[src/rtl/calc_alu_pkg.sv]
// Shared opcode and FSM state encodings for the sequential calculator ALU.
package calc_alu_pkg;

  typedef logic [1:0] op_t;
  typedef logic [1:0] state_t;

  localparam op_t OP_INV = 2'b00;
  localparam op_t OP_ADD = 2'b01;
  localparam op_t OP_SUB = 2'b10;
  localparam op_t OP_MUL = 2'b11;

  localparam state_t ST_IDLE = 2'd0;
  localparam state_t ST_MUL  = 2'd1;
  localparam state_t ST_DONE = 2'd2;

endpackage

[src/rtl/calc_alu_seq_if.sv]
// Operand/result handshake bundle between keypad capture, the ALU and the display path.
interface calc_alu_seq_if #(parameter int WIDTH = 16);

  logic                 in_valid;
  logic                 in_ready;
  logic [WIDTH-1:0]     num1;
  logic [WIDTH-1:0]     num2;
  logic [1:0]           op_selected;
  logic                 out_valid;
  logic                 out_ready;
  logic [2*WIDTH-1:0]   number_out;
  logic                 special_signal;
  logic                 err;

  modport master (
    output in_valid, num1, num2, op_selected, out_ready,
    input  in_ready, out_valid, number_out, special_signal, err
  );

  modport slave (
    input  in_valid, num1, num2, op_selected, out_ready,
    output in_ready, out_valid, number_out, special_signal, err
  );

endinterface

[src/rtl/calc_mul_seq.sv]
// Iterative unsigned shift-add multiplier: one partial product per cycle, WIDTH cycles per product.
module calc_mul_seq #(
  parameter int WIDTH = 16
) (
  input  logic                 clk,
  input  logic                 clear_n,
  input  logic                 start_i,
  input  logic [WIDTH-1:0]     a_i,
  input  logic [WIDTH-1:0]     b_i,
  output logic                 done_o,
  output logic [2*WIDTH-1:0]   product_o
);

  localparam int CW = $clog2(WIDTH + 1);

  logic [2*WIDTH-1:0] mcand_q;
  logic [2*WIDTH-1:0] acc_q;
  logic [2*WIDTH-1:0] acc_d;
  logic [WIDTH-1:0]   mplier_q;
  logic [CW-1:0]      cnt_q;
  logic               busy_q;

  // The final product is offered combinationally during the last step so the
  // caller can capture it on the same edge that retires the step.
  assign acc_d     = mplier_q[0] ? (acc_q + mcand_q) : acc_q;
  assign done_o    = busy_q && (cnt_q == CW'(WIDTH - 1));
  assign product_o = acc_d;

  always_ff @(posedge clk or negedge clear_n) begin
    if (!clear_n) begin
      mcand_q  <= '0;
      acc_q    <= '0;
      mplier_q <= '0;
      cnt_q    <= '0;
      busy_q   <= 1'b0;
    end else if (start_i) begin
      mcand_q  <= {{WIDTH{1'b0}}, a_i};
      mplier_q <= b_i;
      acc_q    <= '0;
      cnt_q    <= '0;
      busy_q   <= 1'b1;
    end else if (busy_q) begin
      acc_q    <= acc_d;
      mcand_q  <= mcand_q << 1;
      mplier_q <= mplier_q >> 1;
      cnt_q    <= cnt_q + CW'(1);
      if (done_o) begin
        busy_q <= 1'b0;
      end
    end
  end

endmodule

[src/rtl/calc_alu_seq.sv]
// Handshaked calculator ALU: single-cycle add/sub/invalid, iterative multiply,
// sign-magnitude subtraction and a held result until the consumer takes it.
module calc_alu_seq #(
  parameter int WIDTH = 16
) (
  input  logic         clk,
  input  logic         clear_n,
  calc_alu_seq_if.slave bus
);

  import calc_alu_pkg::*;

  state_t               state_q, state_d;
  logic [2*WIDTH-1:0]   result_q, result_d;
  logic                 neg_q, neg_d;
  logic                 err_q, err_d;
  logic                 valid_q, valid_d;
  logic                 mul_start;
  logic                 mul_done;
  logic [2*WIDTH-1:0]   mul_product;
  logic [WIDTH:0]       sum_w;
  logic [WIDTH-1:0]     diff_w;
  logic                 a_lt_b;

  calc_mul_seq #(.WIDTH(WIDTH)) u_mul (
    .clk       (clk),
    .clear_n   (clear_n),
    .start_i   (mul_start),
    .a_i       (bus.num1),
    .b_i       (bus.num2),
    .done_o    (mul_done),
    .product_o (mul_product)
  );

  assign sum_w  = {1'b0, bus.num1} + {1'b0, bus.num2};
  assign a_lt_b = bus.num1 < bus.num2;
  assign diff_w = a_lt_b ? (bus.num2 - bus.num1) : (bus.num1 - bus.num2);

  // in_ready stays low while reset is asserted so nothing is offered as accepted.
  assign bus.in_ready       = clear_n && (state_q == ST_IDLE);
  assign bus.out_valid      = valid_q;
  assign bus.number_out     = result_q;
  assign bus.special_signal = neg_q;
  assign bus.err            = err_q;

  always_comb begin
    state_d   = state_q;
    result_d  = result_q;
    neg_d     = neg_q;
    err_d     = err_q;
    valid_d   = valid_q;
    mul_start = 1'b0;
    case (state_q)
      ST_IDLE: begin
        if (bus.in_valid) begin
          neg_d = 1'b0;
          err_d = 1'b0;
          case (bus.op_selected)
            OP_ADD: begin
              result_d = {{(WIDTH-1){1'b0}}, sum_w};
              state_d  = ST_DONE;
              valid_d  = 1'b1;
            end
            OP_SUB: begin
              result_d = {{WIDTH{1'b0}}, diff_w};
              neg_d    = a_lt_b;
              state_d  = ST_DONE;
              valid_d  = 1'b1;
            end
            OP_MUL: begin
              result_d  = '0;
              mul_start = 1'b1;
              state_d   = ST_MUL;
            end
            default: begin
              result_d = '0;
              err_d    = 1'b1;
              state_d  = ST_DONE;
              valid_d  = 1'b1;
            end
          endcase
        end
      end
      ST_MUL: begin
        if (mul_done) begin
          result_d = mul_product;
          state_d  = ST_DONE;
          valid_d  = 1'b1;
        end
      end
      ST_DONE: begin
        if (bus.out_ready) begin
          state_d = ST_IDLE;
          valid_d = 1'b0;
        end
      end
      default: begin
        state_d = ST_IDLE;
        valid_d = 1'b0;
      end
    endcase
  end

  always_ff @(posedge clk or negedge clear_n) begin
    if (!clear_n) begin
      state_q  <= ST_IDLE;
      result_q <= '0;
      neg_q    <= 1'b0;
      err_q    <= 1'b0;
      valid_q  <= 1'b0;
    end else begin
      state_q  <= state_d;
      result_q <= result_d;
      neg_q    <= neg_d;
      err_q    <= err_d;
      valid_q  <= valid_d;
    end
  end

endmodule

[src/flat_wrapper.sv]
// flat-port wrapper written by rule: the top's interface ports become plain ports
module calc_alu_seq_flat import calc_alu_pkg::*;
#(
  parameter int WIDTH = 16
)
  (clk, clear_n, bus_in_valid, bus_num1, bus_num2, bus_op_selected, bus_out_ready, bus_in_ready, bus_out_valid, bus_number_out, bus_special_signal, bus_err);
  calc_alu_seq_if #(.WIDTH(WIDTH)) bus_i ();
  input  logic clk;
  input  logic clear_n;
  input wire logic [$bits(bus_i.in_valid)-1:0] bus_in_valid;
  input wire logic [$bits(bus_i.num1)-1:0] bus_num1;
  input wire logic [$bits(bus_i.num2)-1:0] bus_num2;
  input wire logic [$bits(bus_i.op_selected)-1:0] bus_op_selected;
  input wire logic [$bits(bus_i.out_ready)-1:0] bus_out_ready;
  output wire logic [$bits(bus_i.in_ready)-1:0] bus_in_ready;
  output wire logic [$bits(bus_i.out_valid)-1:0] bus_out_valid;
  output wire logic [$bits(bus_i.number_out)-1:0] bus_number_out;
  output wire logic [$bits(bus_i.special_signal)-1:0] bus_special_signal;
  output wire logic [$bits(bus_i.err)-1:0] bus_err;
  assign bus_i.in_valid = bus_in_valid;
  assign bus_i.num1 = bus_num1;
  assign bus_i.num2 = bus_num2;
  assign bus_i.op_selected = bus_op_selected;
  assign bus_i.out_ready = bus_out_ready;
  assign bus_in_ready = bus_i.in_ready;
  assign bus_out_valid = bus_i.out_valid;
  assign bus_number_out = bus_i.number_out;
  assign bus_special_signal = bus_i.special_signal;
  assign bus_err = bus_i.err;
  calc_alu_seq #(.WIDTH(WIDTH)) u_core (.clk(clk), .clear_n(clear_n), .bus(bus_i));
endmodule
[config.mk]
export PLATFORM = sky130hd
export DESIGN_NAME = calc_alu_seq_flat
export DESIGN_NICKNAME = d
export VERILOG_FILES = /design/src/rtl/calc_alu_pkg.sv /design/src/rtl/calc_alu_seq_if.sv /design/src/rtl/calc_mul_seq.sv /design/src/rtl/calc_alu_seq.sv /design/src/flat_wrapper.sv
export SDC_FILE = /design/constraint.sdc
export NUM_CORES = 1
export LEC_CHECK = 0
export BUFFER_PORTS_ARGS = -buffer_cell sky130_fd_sc_hd__buf_4
export CAP_MARGIN = 0
export CORE_MARGIN = 2
export CORE_UTILIZATION = 30
export CTS_BUF_LIST = sky130_fd_sc_hd__clkbuf_8
export CTS_CLUSTER_DIAMETER = 150
export DETAILED_ROUTE_END_ITERATION = 16
export PLACE_DENSITY = 0.43
export SETUP_SLACK_MARGIN = 0.5
export SLEW_MARGIN = 10
export SYNTH_ARGS = -nofsm -noshare
export SYNTH_HDL_FRONTEND = slang
export SYNTH_SLANG_ARGS = --single-unit
[constraint.sdc]
create_clock -name clk -period 3.9 [get_ports clk]
set_input_delay 0.39 -clock clk [delete_from_list [all_inputs] [get_ports clk]]
set_output_delay 0.39 -clock clk [all_outputs]
set_load 0.02 [all_outputs]
[Word level (Yosys, flattened, before mapping)]
Index checks and enable logic that the tools add are counted.
Storage, ports and cells
  bits in registers: 123
  latch bits: 0
  RAM bits: 0
  memory bits (read-only): 0
  input bits: 38
  output and inout port bits: 36
  word-level logic and storage cells: 68
  memories: 0
Cells by class
  add/sub/neg operators: 5
  multipliers: 0
  div/mod/pow operators: 0
  magnitude comparators: 1
  equal/unequal tests: 10
  shift-type cells: 0
  mux-type cells: 32
  bitwise gates (word level): 0
  reduce and logical (&&, ||, !) cells: 10
Operator list (number)
  two-way mux 32 bit: 7
  one-hot mux 32 bit (2 select lines): 1
  two-way mux 16 bit: 3
  one-hot mux 17 bit (2 select lines): 1
  adder 32 bit: 1
  subtractor 16 bit: 2
  adder 16 x 16 -> 17 bit: 1
  less-than comparator 16 bit: 1
  two-way mux 1 bit: 12
  two-way mux 5 bit: 2
  two-way mux 2 bit: 4
  == test 2 bit (second input constant): 3
  inequality test 2 bit (second input constant): 3
  one-hot mux 2 bit (3 select lines): 1
  AND reduction 3 bit: 2
  adder 5 x 1 -> 5 bit (second input constant): 1
  == test 5 x 4 -> 1 bit (second input constant): 1
  == test 2 x 1 -> 1 bit (second input constant): 2
  AND reduction 4 bit: 1
  nonzero test 2 bit: 2
  one-hot mux 1 bit (3 select lines): 1
  OR reduction 3 bit: 1
  logical AND 1 bit: 2
  zero test 2 bit: 1
  2 further kinds: 2

[Longest topological paths before layout]
Gate-level depths: netlist of the first run.
  depth after elaboration: 5
  gate-level depth with buffers: 14

[By module]
A second synthesis of the first run with hierarchy kept.
Second synthesis, totals
  cell total of the unflattened synthesis: 1142
  area, all modules: 9889.5 µm²
Modules (own cells, without submodules)
  calc_mul_seq: times used 1, cells each 628, area an instance 5776.8 µm², seq. area each 2152.1 µm²
  calc_alu_seq: times used 1, cells each 514, area an instance 4112.7 µm², seq. area each 925.9 µm²

[Worst setup path after synthesis of the first run]
Ideal clock, no wire load.
  kind: register -> register
  start: register u_core.u_mul.mcand_q[0]
  end: register u_core.result_q[14], in the netlist u_core.bus.number_out[14]
  data arrival time: 2757 ps
  setup slack: 1006 ps
  stages on the path, launching flop included: 12
  path buffers: 0
  period minus slack after synthesis: 2894 ps
  cells stage by stage: dfrtp_1 > ha_1 > fa_1 > a21o_1 > a31oi_1 > o21ai_2 > a2111oi_4 > o31ai_1 > xor2_1 > mux2_2 > a222oi_1 > a21oi_1
Between the ends
  word-level cells in the longest chain between the ends: 4
RTL lines
  from (decl): line calc_mul_seq.sv:16  | logic [2*WIDTH-1:0] mcand_q;
  from (signal assigned): line calc_mul_seq.sv:37  | mcand_q <= {{WIDTH{1'b0}}, a_i};
  from (signal assigned): line calc_mul_seq.sv:44  | mcand_q <= mcand_q << 1;
  adder 32 bit: line calc_mul_seq.sv:25  | assign acc_d = mplier_q[0] ? (acc_q + mcand_q) : acc_q;
  two-way mux 32 bit: line calc_mul_seq.sv:25
  two-way mux 32 bit: line calc_alu_seq.sv:85  | if (mul_done) begin
  one-hot mux 32 bit (2 select lines): line calc_alu_seq.sv:53  | case (state_q)
  to (signal assigned): line calc_alu_seq.sv:113  | result_q <= result_d;
  to (decl): line calc_alu_seq.sv:14  | logic [2*WIDTH-1:0] result_q, result_d;
No other way between the ends. The select of a mux whose other input is x is not followed.
A chain may end at the register's enable or synchronous reset.

[Worst setup path after layout of the first run]
Same ends and word-level chain as after synthesis.

==> impl_results.html, run 1 <==
<table>
<tr><th>Metric</th><th>Value</th></tr>
<tr><th colspan="2">Status</th></tr>
<tr><td>Status</td><td>complete, no violations</td></tr>
<tr><th colspan="2">Critical path</th></tr>
<tr><td>CP delay by family, top</td><td>compound AO/OA/AOI/OAI gates</td></tr>
<tr><td>Type of element launching the critical path</td><td>register</td></tr>
<tr><td>Delay of the slowest critical-path stage</td><td>0.44 ns</td></tr>
<tr><td>Type of destination of the critical path</td><td>register</td></tr>
<tr><td>Bufs and invs on worst path</td><td>0</td></tr>
<tr><td>Arrival time of data at the critical path endpoint</td><td>3.56 ns</td></tr>
<tr><td>Slowest CP cell</td><td>sky130_fd_sc_hd__a2111oi_4</td></tr>
<tr><td>CP Cell Sequence</td><td>ha_1, fa_1, a21o_1, a31oi_4, o21ai_4, a2111oi_4, o31ai_1, xor2_1, mux2_2, a222oi_1, a21oi_1</td></tr>
<tr><td>Largest fanout on the critical path</td><td>4</td></tr>
<tr><td>Critical setup path kind</td><td>reg -&gt; reg</td></tr>
<tr><td>Required @ worst endpoint</td><td>about 4.2 ns</td></tr>
<tr><th colspan="2">Yosys</th></tr>
<tr><td>Sequential element share of the synthesized area</td><td>0.314</td></tr>
<tr><td>Synthesized netlist cell count</td><td>1156</td></tr>
<tr><td>Number of different library cells in the post-synthesis netlist</td><td>76</td></tr>
<tr><td>Cell taking the most area after synthesis</td><td>sky130_fd_sc_hd__dfrtp_1</td></tr>
<tr><td>Async SR Flop Fraction</td><td>1.00</td></tr>
<tr><td>Seq cells post-synth</td><td>123</td></tr>
<tr><td>Proportion of netlist area held by the largest area contributor</td><td>0.314</td></tr>
<tr><td>Dominant register cell in the synthesized netlist</td><td>sky130_fd_sc_hd__dfrtp_1</td></tr>
<tr><td>Synth cell count leaders</td><td>sky130_fd_sc_hd__nand2_1 (129), sky130_fd_sc_hd__dfrtp_1 (123), sky130_fd_sc_hd__nor2_1 (107)</td></tr>
<tr><td>Most instantiated library cell after synthesis</td><td>sky130_fd_sc_hd__nand2_1</td></tr>
<tr><td>Cell Area, Synth</td><td>0.00980 mm^2</td></tr>
<tr><td>Count of flip-flops with a built-in enable after synthesis</td><td>0</td></tr>
<tr><td>Synth top area cells</td><td>sky130_fd_sc_hd__dfrtp_1 (31%), sky130_fd_sc_hd__ha_1 (11%), sky130_fd_sc_hd__mux2i_1 (7.3%)</td></tr>
<tr><td>Syn nets</td><td>1287</td></tr>
<tr><td>Mean post-synth cell area</td><td>8.47 um^2</td></tr>
<tr><td>Number of warnings reported in the yosys synthesis log</td><td>0</td></tr>
<tr><th colspan="2">Die</th></tr>
<tr><td>Top-level port count</td><td>74</td></tr>
<tr><td>Initial Util</td><td>0.303</td></tr>
<tr><td>Row cnt</td><td>66</td></tr>
<tr><td>Die Outline Area</td><td>approximately 0.034 mm^2</td></tr>
<tr><td>Die Y-Extent</td><td>about 180 um</td></tr>
<tr><td>Die Wd</td><td>185 um</td></tr>
<tr><td>Core Box Area</td><td>approximately 0.032 mm^2</td></tr>
<tr><th colspan="2">Pwr</th></tr>
<tr><td>Power density normalized to cell area</td><td>713 mW/mm^2</td></tr>
<tr><td>Internal portion of total power</td><td>4.35 mW</td></tr>
<tr><td>Switching power share of the total</td><td>0.461</td></tr>
<tr><td>Switching power of the nets</td><td>~3.7 mW</td></tr>
<tr><td>Worst supply voltage drop on vdd</td><td>0.000290 V</td></tr>
<tr><td>Clk pwr share</td><td>0.174</td></tr>
<tr><td>Relative contribution of sequential cells to total power</td><td>0.283</td></tr>
<tr><td>LEAKAGE</td><td>5.43 nW</td></tr>
<tr><td>Gate power share</td><td>0.543</td></tr>
<tr><th colspan="2">STA</th></tr>
<tr><td>Setup repair after global routing missed its margin</td><td>no</td></tr>
<tr><td>Final Max Tran Viols</td><td>0</td></tr>
<tr><td>Tcrit/Tclk final</td><td>0.825</td></tr>
<tr><td>Actual transition at the worst max-transition pin</td><td>0.742 ns</td></tr>
<tr><td>Worst slew margin relative to its limit</td><td>0.506</td></tr>
<tr><td>Post-route minimum period</td><td>approximately 3.2 ns</td></tr>
<tr><td>Total count of hold-check failures in the final report</td><td>0</td></tr>
<tr><td>Final Setup Violations</td><td>0</td></tr>
<tr><td>Worst setup skew after layout</td><td>0.0173 ns</td></tr>
<tr><td>Total negative setup slack</td><td>0 ns</td></tr>
<tr><td>Upper clock frequency limit</td><td>around 310 MHz</td></tr>
<tr><th colspan="2">Job</th></tr>
<tr><td>Number of violations of the max-capacitance limit</td><td>0</td></tr>
<tr><th colspan="2">Routing</th></tr>
<tr><td>Total length of routed wires</td><td>roughly 34000 um</td></tr>
<tr><td>Number of iterations in the first detailed-routing pass</td><td>5</td></tr>
<tr><td>Antenna Nets Post-Route</td><td>0</td></tr>
<tr><td>Total via count in the routed design</td><td>8577</td></tr>
<tr><td>Drt wl/cell</td><td>20.2 um</td></tr>
<tr><td>Top layer reached by signal wires</td><td>met5</td></tr>
<tr><td>Via density per instance</td><td>5.16</td></tr>
<tr><td>First DRT Iteration DRCs</td><td>567</td></tr>
<tr><td>Residual DRC</td><td>0</td></tr>
<tr><td>Wire length on met3</td><td>943 um</td></tr>
<tr><td>Met2 wirelength from detailed routing</td><td>16100 um</td></tr>
<tr><td>Met1 Routed Length</td><td>15900 um</td></tr>
<tr><th colspan="2">Place</th></tr>
<tr><td>Detailed placer's ending HPWL</td><td>~26000 um</td></tr>
<tr><td>DP Area</td><td>0.0108 mm^2</td></tr>
<tr><td>GPL Wtd Cong</td><td>between 0.8 and 0.9</td></tr>
<tr><td>I/O Buffers</td><td>73</td></tr>
<tr><th colspan="2">GRT</th></tr>
<tr><td>Congestion Overflow GR</td><td>0</td></tr>
<tr><td>Global-route wire length before repair</td><td>52200 um</td></tr>
<tr><td>Antenna violations before repair</td><td>2</td></tr>
<tr><td>Vias in the first global route</td><td>approximately 8.6k</td></tr>
<tr><td>Pin count of the biggest net entering global routing</td><td>68</td></tr>
<tr><td>Total GRT Usage</td><td>0.203</td></tr>
<tr><th colspan="2">CTS</th></tr>
<tr><td>Total clock sinks</td><td>123</td></tr>
<tr><td>CTS buffer count</td><td>17</td></tr>
<tr><td>Library cell used as clock root buffer</td><td>sky130_fd_sc_hd__clkbuf_8</td></tr>
<tr><td>Clk slew on worst S/H paths</td><td>roughly 0.090 ns</td></tr>
<tr><td>CTS tree</td><td>built</td></tr>
<tr><td>CTS Buffer Depth</td><td>2</td></tr>
<tr><td>CTS H-Tree Depth</td><td>4</td></tr>
<tr><td>Later-pin clock latency in the skew report</td><td>~0.47 ns</td></tr>
<tr><th colspan="2">Layout</th></tr>
<tr><td>Count of filler cells inserted in the layout</td><td>3460</td></tr>
<tr><td>Net count reported at finish</td><td>1340</td></tr>
<tr><td>Number of diodes</td><td>0</td></tr>
<tr><td>Synthesis-to-finish area growth</td><td>15.6%</td></tr>
<tr><td>Final standard cell area without fillers</td><td>0.0113 mm^2</td></tr>
<tr><td>Layout cell share with drive strength beyond 1</td><td>0.127</td></tr>
<tr><th colspan="2">Hold path</th></tr>
<tr><td>Worst hold-check path type</td><td>in -&gt; reg</td></tr>
</table>
==> through the flow <==
step	instances	power [mW]	setup slack (ns)	utilization	hold WS [ns]
after global placement	1630	6.66	0.318	0.334	0.414
after floorplan	1156	5.29	1.01	-	0.0944
after CTS	1662	8.11	0.664	0.349	0.110
after global routing	1663	8.74	0.500	0.350	0.121
after detailed placement	1630	6.66	0.289	0.334	0.411
final	1663	8.08	0.684	0.350	0.144
==> what timing repair did <==
action                                  4_1_cts  5_1_grt
gates resized for setup                       0        3
setup buffers                                 0        1
hold buffers                                  1        0
endpoints found under the setup margin        0        2
endpoints found under the hold margin        52        0
==> state kept, by name, summed over array words and instances (netlist names) <==
name	flops
u_core.u_mul.mplier_q	16
u_core.bus.out_valid	1
u_core.u_mul.busy_q	1
u_core.u_mul.mcand_q	32
u_core.bus.special_signal	1
u_core.state_q	2
u_core.bus.err	1
u_core.u_mul.acc_q	32
u_core.bus.number_out	32
u_core.u_mul.cnt_q	5
==> worst register-to-register path: cells and delay by family, from the launching register on <==
kind / cells / cell delay, ns
compound gates: 7 / 1.57
xor+xnor: 1 / 0.17
fa+ha+maj: 2 / 0.63
flops: 1 / 0.41
mux: 1 / 0.30
==> final timing paths <==
path                       slack (ns)                               endpoint                                start  depth (start not counted)
hold reg to reg                  0.48             u_core.bus.err$_DFFE_PN0P_           u_core.bus.err$_DFFE_PN0P_                          2
min in group asynchronous        0.44   u_core.u_mul.mcand_q[31]$_DFFE_PN0P_                              clear_n                          2
max in group asynchronous        2.49  u_core.bus.special_signal$_DFFE_PN0P_                              clear_n                          3
setup / recovery                 0.68  u_core.bus.number_out[14]$_DFFE_PN0P_  u_core.u_mul.mcand_q[0]$_DFFE_PN0P_                         11
hold / removal                   0.14  u_core.u_mul.mplier_q[15]$_DFFE_PN0P_                         bus_num2[15]                          3
setup reg to reg                 0.68  u_core.bus.number_out[14]$_DFFE_PN0P_  u_core.u_mul.mcand_q[0]$_DFFE_PN0P_                         11
==> cells in the final DEF (no fill, tap or decap), types with 9 or more instances in the layout <==
cell type,n
sky130_fd_sc_hd__o21ai_0,88
sky130_fd_sc_hd__nor3_1,15
sky130_fd_sc_hd__nor2b_1,16
sky130_fd_sc_hd__mux2i_1,71
sky130_fd_sc_hd__dfrtp_1,121
sky130_fd_sc_hd__mux2_2,11
sky130_fd_sc_hd__o21bai_1,10
sky130_fd_sc_hd__clkbuf_8,18
sky130_fd_sc_hd__nand2_1,129
sky130_fd_sc_hd__o21a_1,9
sky130_fd_sc_hd__ha_1,89
sky130_fd_sc_hd__buf_4,96
sky130_fd_sc_hd__and2_1,10
sky130_fd_sc_hd__inv_1,56
sky130_fd_sc_hd__and3_1,10
sky130_fd_sc_hd__a21oi_1,98
sky130_fd_sc_hd__a31oi_1,14
sky130_fd_sc_hd__a211oi_1,14
sky130_fd_sc_hd__a21o_1,31
sky130_fd_sc_hd__xor2_1,11
sky130_fd_sc_hd__nor2_1,107
sky130_fd_sc_hd__nand3_1,21
sky130_fd_sc_hd__xnor2_1,28
sky130_fd_sc_hd__nor3b_1,12
==> routing by layer <==
layer / vias up / GRT usage
li1: 4234 / -
met1: 4144 / 0.269
met2: 159 / 0.347
met3: 36 / 0.0281
met4: 4 / 0.0527
met5: - / 0
==> logic make-up after synthesis <==
family                     Yosys count  synth area share
and+or+nand+nor                    354             0.167
muxes                               83            0.0867
xor gates and xnor gates            39            0.0349
AOI/OAI and AO/OA                  345             0.228
DFF                                123             0.314
adders and majority gates           93             0.122
buffers and inverters              119            0.0474
==> layout make-up <==
class	count	area, um^2	area share
repair buffers	98	742	0.0655
clock inverters	13	214	0.0189
well taps	442	553	0.0488
multi-input cells	914	6280	0.555
inverters	55	206	0.0182
clock buffers	18	248	0.0219
flip-flops and latches	123	3080	0.272
==> power by group through the flow <==
stage / registers [mW] / logic [mW] / clock network (mW)
floorplan: 2.19 / 3.10 / 0
global placement: 2.32 / 4.35 / 0
detailed placement: 2.32 / 4.34 / 0
CTS: 2.30 / 4.37 / 1.45
global route: 2.36 / 4.88 / 1.50
finish: 2.29 / 4.39 / 1.41
(Power assumes the default switching activity.)
==> run 2, diff against run 1 <==
Clock period 3.9 ns to 2.97 ns, I/O delays scaled along.
==> run 2 against run 1 <==
  * Global-route usage about the same
  * Critical endpoint unchanged
  * Sequential power increased by 32%
  * Worst hold slack worse by 0.11 ns
  * Setup slack lost 0.63 ns
  * Wire length increased by 0.75%
  * Largest cell class unchanged
  * Cell count rose by 5.4%
==> impl_results.html, run 2 (synthesis results as in run 1) <==
<table>
<tr><th>Metric</th><th>Value</th></tr>
<tr><th colspan="2">Pwr</th></tr>
<tr><td>Worst supply voltage drop on vdd</td><td>0.000343 V (was 0.000290 V)</td></tr>
<tr><td>LEAKAGE</td><td>6.00 nW (was 5.43 nW)</td></tr>
<tr><td>Design Power</td><td>12.2 mW (was 8.08 mW)</td></tr>
<tr><td>Power density normalized to cell area</td><td>957 mW/mm^2 (was 713 mW/mm^2)</td></tr>
<tr><th colspan="2">Die</th></tr>
<tr><td>Top-level port count</td><td>74 (unchanged)</td></tr>
<tr><td>Initial Util</td><td>0.303 (unchanged)</td></tr>
<tr><td>Row cnt</td><td>66 (unchanged)</td></tr>
<tr><td>Die Wd</td><td>185 um (unchanged)</td></tr>
<tr><td>Die Y-Extent</td><td>185 um (unchanged)</td></tr>
<tr><td>Die Outline Area</td><td>0.0341 mm^2 (unchanged)</td></tr>
<tr><td>Core Box Area</td><td>0.0324 mm^2 (unchanged)</td></tr>
<tr><th colspan="2">Routing</th></tr>
<tr><td>Antenna Nets Post-Route</td><td>0 (unchanged)</td></tr>
<tr><td>First DRT Iteration DRCs</td><td>550 (was 567)</td></tr>
<tr><td>Total via count in the routed design</td><td>9037 (was 8577)</td></tr>
<tr><td>Via density per instance</td><td>5.16 (about the same)</td></tr>
<tr><td>Drt wl/cell</td><td>19.3 um (was 20.2 um)</td></tr>
<tr><td>Residual DRC</td><td>0 (unchanged)</td></tr>
<tr><td>Total length of routed wires</td><td>33800 um (was 33500 um)</td></tr>
<tr><td>Number of iterations in the first detailed-routing pass</td><td>5 (unchanged)</td></tr>
<tr><th colspan="2">Job</th></tr>
<tr><td>Number of violations of the max-capacitance limit</td><td>0 (unchanged)</td></tr>
<tr><th colspan="2">STA</th></tr>
<tr><td>Worst slew margin relative to its limit</td><td>0.596 (was 0.506)</td></tr>
<tr><td>Upper clock frequency limit</td><td>343 MHz (was 311 MHz)</td></tr>
<tr><td>Worst setup skew after layout</td><td>0.0193 ns (was 0.0173 ns)</td></tr>
<tr><td>Tcrit/Tclk final</td><td>0.980 (was 0.825)</td></tr>
<tr><td>Setup repair after global routing missed its margin</td><td>yes (was no)</td></tr>
<tr><td>Total count of hold-check failures in the final report</td><td>0 (unchanged)</td></tr>
<tr><td>Post-route minimum period</td><td>2.91 ns (was 3.22 ns)</td></tr>
<tr><td>Final Setup Violations</td><td>0 (unchanged)</td></tr>
<tr><td>Actual transition at the worst max-transition pin</td><td>0.601 ns (was 0.742 ns)</td></tr>
<tr><td>Final Max Tran Viols</td><td>0 (unchanged)</td></tr>
<tr><th colspan="2">Place</th></tr>
<tr><td>Number of placed instances with taps included</td><td>1692 (was 1630)</td></tr>
<tr><td>I/O Buffers</td><td>73 (unchanged)</td></tr>
<tr><td>GPL Wtd Cong</td><td>0.875 (was 0.838)</td></tr>
<tr><td>Detailed placer's ending HPWL</td><td>25600 um (was 25800 um)</td></tr>
<tr><th colspan="2">Critical path</th></tr>
<tr><td>Endpoint of the worst-slack reg-to-reg timing path</td><td>u_core.bus.number_out[14]$_DFFE_PN0P_ (unchanged)</td></tr>
<tr><td>Worst reg2reg path depth</td><td>11 (unchanged)</td></tr>
<tr><td>Critical setup path kind</td><td>reg -&gt; reg (unchanged)</td></tr>
<tr><td>RR Startpoint</td><td>u_core.u_mul.acc_q[0]$_DFFE_PN0P_ (was u_core.u_mul.mcand_q[0]$_DFFE_PN0P_)</td></tr>
<tr><td>Type of destination of the critical path</td><td>register (unchanged)</td></tr>
<tr><td>Required @ worst endpoint</td><td>3.34 ns (was 4.24 ns)</td></tr>
<tr><td>Arrival time of data at the critical path endpoint</td><td>3.28 ns (was 3.56 ns)</td></tr>
<tr><td>Type of element launching the critical path</td><td>register (unchanged)</td></tr>
<tr><td>Slack of the worst reg-to-reg path</td><td>0.06 ns (was 0.68 ns)</td></tr>
<tr><td>Largest fanout on the critical path</td><td>3 (was 4)</td></tr>
<tr><td>First element of the critical path</td><td>u_core.u_mul.acc_q[0]$_DFFE_PN0P_ (was u_core.u_mul.mcand_q[0]$_DFFE_PN0P_)</td></tr>
<tr><th colspan="2">Layout</th></tr>
<tr><td>Layout cell share with drive strength beyond 1</td><td>0.269 (was 0.127)</td></tr>
<tr><td>Net count reported at finish</td><td>1428 (was 1340)</td></tr>
<tr><td>Synthesis-to-finish area growth</td><td>29.8% (was 15.6%)</td></tr>
<tr><td>Post-layout instance count excluding filler cells</td><td>1752 (was 1663)</td></tr>
<tr><td>Number of diodes</td><td>0 (unchanged)</td></tr>
<tr><td>Leading cell type in the layout, fill and taps excluded</td><td>sky130_fd_sc_hd__buf_4 (was sky130_fd_sc_hd__nand2_1)</td></tr>
<tr><td>Commonest cells after routing, fill and taps aside</td><td>sky130_fd_sc_hd__buf_4 (177), sky130_fd_sc_hd__nand2_1 (126), sky130_fd_sc_hd__dfrtp_1 (116) (was sky130_fd_sc_hd__nand2_1 (129), sky130_fd_sc_hd__dfrtp_1 (121), sky130_fd_sc_hd__nor2_1 (107))</td></tr>
<tr><th colspan="2">CTS</th></tr>
<tr><td>CTS H-Tree Depth</td><td>4 (unchanged)</td></tr>
<tr><td>CTS buffer count</td><td>17 (unchanged)</td></tr>
<tr><td>Clk slew on worst S/H paths</td><td>0.09 ns (about the same)</td></tr>
<tr><td>Library cell used as clock root buffer</td><td>sky130_fd_sc_hd__clkbuf_8 (unchanged)</td></tr>
<tr><td>CTS tree</td><td>built (unchanged)</td></tr>
<tr><td>Total clock sinks</td><td>123 (unchanged)</td></tr>
<tr><td>Later-pin clock latency in the skew report</td><td>0.49 ns (was 0.47 ns)</td></tr>
<tr><td>CTS Buffer Depth</td><td>2 (unchanged)</td></tr>
<tr><th colspan="2">GRT</th></tr>
<tr><td>Antenna violations before repair</td><td>0 (was 2)</td></tr>
<tr><td>Pin count of the biggest net entering global routing</td><td>76 (was 68)</td></tr>
<tr><td>Congestion Overflow GR</td><td>0 (unchanged)</td></tr>
<tr><td>Vias in the first global route</td><td>8920 (was 8579)</td></tr>
<tr><td>Total GRT Usage</td><td>0.203 (about the same)</td></tr>
<tr><td>Global-route wire length before repair</td><td>52600 um (was 52200 um)</td></tr>
<tr><th colspan="2">Status</th></tr>
<tr><td>Status</td><td>complete, no violations (unchanged)</td></tr>
<tr><th colspan="2">Hold path</th></tr>
<tr><td>Startpoint of the lowest-slack hold path</td><td>bus_num2[15] (unchanged)</td></tr>
<tr><td>Worst hold-check path type</td><td>in -&gt; reg (unchanged)</td></tr>
<tr><td>Cell depth of the worst hold path</td><td>3 (unchanged)</td></tr>
<tr><td>Capture endpoint of the worst hold path</td><td>u_core.u_mul.mplier_q[15]$_DFFE_PN0P_ (unchanged)</td></tr>
</table>
[run 2: changes by cell type in the layout (fill, tap and decap cells not counted), sizes merged]
cell	previous run	this run
clkinvlp	1	3
buf	97	185
clkbuf	18	17
bufinv	5	3
clkinv	2	3
inv	60	61
[run 2: worst max path at each step]
stage,end,depth (start not counted)
final,u_core.bus.number_out[14]$_DFFE_PN0P_,11
after detailed placement,u_core.bus.number_out[11]$_DFFE_PN0P_,12
after CTS,u_core.bus.number_out[14]$_DFFE_PN0P_,11
after global routing,u_core.bus.number_out[14]$_DFFE_PN0P_,11
after floorplan,u_core.bus.number_out[14]$_DFFE_PN0P_,11
after global placement,u_core.bus.number_out[16]$_DFFE_PN0P_,14
[run 2: through the flow]
stage	worst slack [ns]	setup TNS [ns]	utilization	hold WS (ns)	area [um^2]
floorplan	0.176	0	-	0.00141	9900
global placement	-0.0755	-0.156	0.353	0.289	11400
detailed placement	-0.0637	-0.228	0.353	0.286	11400
CTS	0.0607	0	0.380	0.00664	12300
global route	-0.115	-0.241	0.393	0.0185	12700
finish	0.0584	0	0.393	0.0348	12700
[run 2: metal layers]
metal  global-route usage  vias up  part of all wire
met5                    0        -                 0
met4               0.0660        0             0.024
met3               0.0344       33             0.030
met2                0.329      165              0.47
met1                0.273     4436              0.48
li1                     -     4403                 -
[run 2: final cells by class]
cell class / count / area [um^2]
fill: 3348 / 19700
multi-input combinational: 914 / 6980
sequential: 123 / 3090
timing repair buffer: 186 / 1460
tap: 442 / 553
clock buffer: 17 / 234
inverter: 55 / 211
clock inverter: 15 / 191
[run 2: worst max-delay path: stages, from the launching register on]
cell                        delay (ns)
sky130_fd_sc_hd__dfrtp_1          0.39
sky130_fd_sc_hd__ha_2             0.20
sky130_fd_sc_hd__fa_2             0.33
sky130_fd_sc_hd__a21o_1           0.21
sky130_fd_sc_hd__a31oi_4          0.17
sky130_fd_sc_hd__o21ai_4          0.10
sky130_fd_sc_hd__a2111oi_4        0.37
sky130_fd_sc_hd__o31ai_2          0.12
sky130_fd_sc_hd__xor2_1           0.18
sky130_fd_sc_hd__mux2_4           0.28
sky130_fd_sc_hd__a222oi_1         0.32
sky130_fd_sc_hd__a21oi_1          0.10
[run 2: what timing repair did]
| action | 4_1_cts | 5_1_grt |
|---|---|---|
| gates resized for setup | 68 | 79 |
| cloned | 0 | 0 |
| endpoints found under the hold margin | 44 | 0 |
| setup buffers | 15 | 12 |
| hold buffers | 1 | 0 |
| setup endpoints to repair | 42 | 53 |
| pin swaps | 43 | 37 |
[run 2: power by group]
| group | internal (mW) | switching, mW | total, mW | leakage, nW |
|---|---|---|---|---|
| logic | 3.40 | 4.05 | 7.45 | 4.22 |
| registers | 2.33 | 0.694 | 3.03 | 1.57 |
| clock network | 0.847 | 0.837 | 1.68 | 0.208 |
| total | 6.58 | 5.58 | 12.2 | 6.00 |
